[src/rtl/matrix_scan_ctrl.sv]
// matrix_scan_ctrl: row-scan scheduler for a 7x5 LED matrix.
// Holds a double-buffered frame, lights one row at a time for DWELL cycles
// with a BLANK-cycle all-off gap before each row, and swaps front/back
// buffers only at a frame boundary so a torn frame is never shown.
//
// Ports:
//   clk_div    scan clock, all state on the rising edge
//   rst_n      asynchronous active-low reset
//   en         scan enable (level); low forces OFF on the next cycle
//   wr_en      write strobe into the back buffer
//   wr_row     target row of the write (>= ROWS ignored)
//   wr_data    column pattern for wr_row
//   swap_req   level request to exchange buffers at the next frame boundary
//   swap_ack   one-cycle pulse in the cycle the swap took effect
//   row_n      active-low row drive, at most one bit low
//   col        active-high column drive
//   row_idx    row currently scheduled
//   frame_done one-cycle pulse at each frame wrap
module matrix_scan_ctrl #(
    parameter int unsigned ROWS  = 7,
    parameter int unsigned COLS  = 5,
    parameter int unsigned DWELL = 8,
    parameter int unsigned BLANK = 1
) (
    input  logic            clk_div,
    input  logic            rst_n,
    input  logic            en,
    input  logic            wr_en,
    input  logic [2:0]      wr_row,
    input  logic [COLS-1:0] wr_data,
    input  logic            swap_req,
    output logic            swap_ack,
    output logic [ROWS-1:0] row_n,
    output logic [COLS-1:0] col,
    output logic [2:0]      row_idx,
    output logic            frame_done
);

    localparam int unsigned CNT_MAX    = (DWELL > BLANK) ? DWELL : BLANK;
    localparam int unsigned CNT_W      = (CNT_MAX > 1) ? $clog2(CNT_MAX) : 1;
    localparam int unsigned DWELL_LAST = DWELL - 1;
    localparam int unsigned BLANK_LAST = (BLANK > 0) ? BLANK - 1 : 0;

    typedef enum logic [1:0] {
        ST_OFF   = 2'd0,
        ST_BLANK = 2'd1,
        ST_SHOW  = 2'd2
    } state_t;

    state_t           state, state_d;
    logic [CNT_W-1:0] cnt, cnt_d;
    logic [2:0]       row_d;
    logic             front_sel, sel_d;
    logic             back_sel;
    logic             swap_ack_d, frame_done_d;
    logic [ROWS-1:0]  row_n_d;
    logic [COLS-1:0]  col_d;
    logic [COLS-1:0]  show_data;
    logic             wr_hit;

    logic [COLS-1:0]  fb [2][ROWS];

    assign back_sel = ~front_sel;
    assign wr_hit   = wr_en && (32'(wr_row) < ROWS);

    // State and registered outputs
    always_ff @(posedge clk_div or negedge rst_n) begin
        if (!rst_n) begin
            state      <= ST_OFF;
            cnt        <= '0;
            row_idx    <= '0;
            front_sel  <= 1'b0;
            swap_ack   <= 1'b0;
            frame_done <= 1'b0;
            row_n      <= '1;
            col        <= '0;
        end else begin
            state      <= state_d;
            cnt        <= cnt_d;
            row_idx    <= row_d;
            front_sel  <= sel_d;
            swap_ack   <= swap_ack_d;
            frame_done <= frame_done_d;
            row_n      <= row_n_d;
            col        <= col_d;
        end
    end

    // Back-buffer writes; the front buffer is never written
    always_ff @(posedge clk_div or negedge rst_n) begin
        if (!rst_n) begin
            fb <= '{default: '0};
        end else if (wr_hit) begin
            fb[back_sel][wr_row] <= wr_data;
        end
    end

    // Next state, row sequencing and boundary swap
    always_comb begin
        state_d      = state;
        cnt_d        = cnt;
        row_d        = row_idx;
        sel_d        = front_sel;
        swap_ack_d   = 1'b0;
        frame_done_d = 1'b0;

        if (!en) begin
            state_d = ST_OFF;
            cnt_d   = '0;
            row_d   = '0;
        end else begin
            case (state)
                ST_OFF: begin
                    cnt_d   = '0;
                    row_d   = '0;
                    state_d = (BLANK == 0) ? ST_SHOW : ST_BLANK;
                end
                ST_BLANK: begin
                    if (cnt == CNT_W'(BLANK_LAST)) begin
                        cnt_d   = '0;
                        state_d = ST_SHOW;
                    end else begin
                        cnt_d = cnt + CNT_W'(1);
                    end
                end
                ST_SHOW: begin
                    if (cnt == CNT_W'(DWELL_LAST)) begin
                        cnt_d   = '0;
                        state_d = (BLANK == 0) ? ST_SHOW : ST_BLANK;
                        if (row_idx == 3'(ROWS - 1)) begin
                            row_d        = '0;
                            frame_done_d = 1'b1;
                            if (swap_req) begin
                                sel_d      = ~front_sel;
                                swap_ack_d = 1'b1;
                            end
                        end else begin
                            row_d = row_idx + 3'd1;
                        end
                    end else begin
                        cnt_d = cnt + CNT_W'(1);
                    end
                end
                default: begin
                    state_d = ST_OFF;
                    cnt_d   = '0;
                    row_d   = '0;
                end
            endcase
        end
    end

    // Row data for the next cycle; on a swap edge the new front is the old
    // back, including a write landing on that same edge
    always_comb begin
        show_data = fb[front_sel][row_d];
        if (sel_d != front_sel) begin
            if (wr_hit && (wr_row == row_d)) begin
                show_data = wr_data;
            end else begin
                show_data = fb[back_sel][row_d];
            end
        end
    end

    // Drive values registered alongside the state
    always_comb begin
        row_n_d = '1;
        col_d   = '0;
        if (state_d == ST_SHOW) begin
            row_n_d = ~(ROWS'(1) << row_d);
            col_d   = show_data;
        end
    end

endmodule

[config.mk]
export PLATFORM = sky130hd
export DESIGN_NAME = matrix_scan_ctrl
export DESIGN_NICKNAME = d
export VERILOG_FILES = /design/src/rtl/matrix_scan_ctrl.sv
export SDC_FILE = /design/constraint.sdc
export NUM_CORES = 1
export LEC_CHECK = 0
export BUFFER_PORTS_ARGS = -buffer_cell sky130_fd_sc_hd__buf_2
export CAP_MARGIN = 40
export CORE_MARGIN = 5
export CORE_UTILIZATION = 35
export DETAILED_ROUTE_END_ITERATION = 7
export SYNTH_ARGS = -nofsm -noshare
export SYNTH_HDL_FRONTEND = slang
export SYNTH_SLANG_ARGS = --single-unit
[constraint.sdc]
create_clock -name clk_div -period 5.6 [get_ports clk_div]
set_clock_uncertainty 0.15 [all_clocks]
set_input_delay 0.84 -clock clk_div [delete_from_list [all_inputs] [get_ports clk_div]]
set_output_delay 0.84 -clock clk_div [all_outputs]
set_load 0.005 [all_outputs]
==> metrics <==
Max VDD drop=0.133 mV; Final TNS setup=0 ps; vias=2,762; crit share post-route=55.1%; RSZ-0062 raised after global routing=no; io pins=30; multi-input logic area=0.00188 mm^2; DR pass1 iterations=4; FFs w/ async S/R, synth=100%; core box area=0.0121 mm^2; first-pass GRT wire length=15,400 um; Seq pwr share=48.9%; max-slew violations=0; initial antenna violation count=0; Power Dens Cells=313 mW/mm^2; Comb power frac=8.0%; post-CTS setup buffers=0; H-tree depth=3; NumNets Final=383; startpoint types=register; I/O Buffers=29; Pleak=2.30 nW; gr ovfl total=0; Synth Area in Adders=2.02%; number of enable flip-flop cells after synthesis=0; Total Wirelength=9470 um; CTS tree=yes; WL per Instance=17.7 um; clock share of power=43.0%; Worst EP arrival=3120 ps; die height=121 um; Hold Crit Class=in -> async; DR DRC count=0; Compound-Gate Fraction of Synth Area=6.19%; largest family of logic cells by synthesized area=multiplexers; # clock sinks=93; area delta synth->final=15.1%; Clock Pin Slew Worst Setup and Hold Paths=60 ps; status=finished clean; routability cong.=0.858; vias in the first global route=2,872; Post-DRT Antenna Nets=0; fmax=0.324 GHz; Final setup viols=0; XOR/XNOR Fraction of Synth Area=0.202%; Clk Latency, worst-skew pair=330 ps; Final Hold Viols=0; die area=0.0147 mm^2; Fillers=1,123; FP Rows=40; synth warn=0; actual slew at the worst max-slew pin=765 ps; Final Critical Period=3080 ps; post-synthesis mux area share=25.8%; Psw=0.000329 W; share of layout cells above drive strength 1=37.6%; WHS=290 ps; largest net degree at the start of global routing=63; Int Power=0.00123 W; #FFs+latches synth=93; DP HPWL=6760 um; post-synthesis instance total=334; Slew HR=49.0%; setup ws final=2520 ps; Seq/Total Area, Yosys=54.0%; Initial Util=35.9%; DIE WIDTH=121 um; Max Cap Viol=0; Yosys cell types=52; crit end category=register; Root Driver=clkbuf_16; CTS Hold Buffers Added=0; Cell Area, Synth=0.00433 mm^2; required time worst endpoint=5640 ps; Iter 0 DRT Violations=213; CP Class=reg -> reg; pre-CTS setup slack=2450 ps; CTS-repair resized insts=0; Switching Fraction=21.1%; Diodes inserted=0; gr usage total=13.3%; Synth Area per Inst=13.0 um^2; top_reg_cell synth=dfrtp_1; worst-path fanout max=19; total nets after synthesis=354; Synth Area in Simple Gates=9.25%; routed vias/inst=5.16; worst-case clock buffer depth=2; Seq. cell area=0.00234 mm^2; TritonCTS Buffers=9
==> Yosys cell counts (all sizes together) (3+ instances only) <==
master	n	area (um^2)
dfrtp	86	2150
mux2	74	833
mux2i	17	170
nand2	16	60.1
nor2	16	60.1
nand3	10	50.1
clkbuf	9	33.8
inv	8	30.0
nor2b	8	52.6
a211oi	7	52.6
a21oi	7	35.0
dfstp	7	184
ha	7	87.6
o21ai	7	35.0
buf	5	26.3
mux4	5	113
nand2b	5	38.8
a2111oi	3	26.3
a31oi	3	18.8
and2	3	21.3
nor3	3	15.0
==> registers in the layout, summed over array words and instances, names as in the netlist, 2 cells and up <==
name     cells
row_n        7
fb          70
state        2
cnt          3
col          5
row_idx      3
==> critical path, cell delays in order (launching register included) <==
cell,delay (ps)
dfrtp_1,380
ha_1,170
ha_1,290
o211ai_1,140
nand2_1,90
a211o_1,290
clkinv_1,480
mux4_2,430
a2111oi_0,430
a311oi_1,100
==> metrics by stage <==
stage	power, W	utilization, %	cell area [um^2]	cells
3_5_place_dp	0.000902	38.6	4650	520
5_1_grt	0.00162	41.3	4980	535
6_report	0.00156	41.3	4980	535
2_1_floorplan	0.000853	-	4330	334
3_3_place_gp	0.000894	38.5	4640	519
4_1_cts	0.00157	41.3	4980	535
==> power groups by stage <==
stage	Clock [W]	Combinational, W	Sequential [W]
finish	0.000670	0.000125	0.000763
global route	0.000706	0.000139	0.000771
CTS	0.000683	0.000127	0.000763
detailed placement	0	0.000127	0.000775
global placement	0	0.000122	0.000772
floorplan	0	0.0000869	0.000766
==> per-layer routing <==
metal  global-route usage [%]  vias up  wire [um]
li1                         -     1271          -
met1                     18.2     1418       4400
met2                     22.0       63       4540
met3                     2.00       10        413
met4                     3.99        0        118
met5                        0        -          0
==> worst paths after layout <==
path | from | endpoint | slack, ps | cells after the start
worst max-delay path | cnt[0] | col[3] | 2520 | 9
worst min-delay path | rst_n | col[1] | 290 | 1
worst max register to register | cnt[0] | col[3] | 2520 | 9
worst min register to register | cnt[0] | cnt[0] | 330 | 1
max in group asynchronous | rst_n | fb[9] | 3910 | 2
min in group clk_div | cnt[0] | cnt[0] | 330 | 1
==> cells by family after synthesis <==
logic type | after synthesis
buffers and inverters | 24
DFF | 93
AOI/OAI and AO/OA | 39
and+or+nand+nor | 74
adders and majority gates | 7
muxes | 96
xor gates and xnor gates | 1
==> layout make-up <==
type | instances | share of cell area (%)
Timing Repair Buffer | 32 | 3.49
Inverter | 10 | 1.01
Clock inverter | 5 | 2.01
Sequential cell | 93 | 46.9
Multi-Input combinational cell | 217 | 37.8
Tap cell | 168 | 4.22
Clock buffer | 10 | 4.60
==> cell usage in the layout, fill, tap and decap left out, types with 2 or more instances in the layout <==
| cell | netlist | final |
|---|---|---|
| and2_1 | 2 | 2 |
| inv_1 | 7 | 7 |
| dfrtp_1 | 86 | 86 |
| a311oi_1 | 2 | 2 |
| or3_1 | 2 | 2 |
| nor2b_1 | 7 | 7 |
| nor3_1 | 3 | 3 |
| mux2_2 | 74 | 74 |
| a211oi_1 | 7 | 7 |
| clkbuf_16 | 0 | 9 |
| ha_1 | 7 | 7 |
| mux4_2 | 5 | 5 |
| nor2_1 | 16 | 16 |
| dfstp_2 | 7 | 7 |
| nor3b_1 | 2 | 2 |
| clkinv_2 | 0 | 2 |
| nand2b_1 | 4 | 4 |
| buf_4 | 1 | 3 |
| nand3_1 | 10 | 10 |
| a31oi_1 | 3 | 3 |
| o21ai_0 | 6 | 6 |
| nand4_1 | 2 | 2 |
| buf_2 | 3 | 28 |
| a2111oi_0 | 3 | 3 |
| nand2_1 | 16 | 16 |
| bufinv_16 | 0 | 3 |
| mux2i_1 | 17 | 17 |
| a21oi_1 | 7 | 7 |
Power figures use the tool's default switching activity.
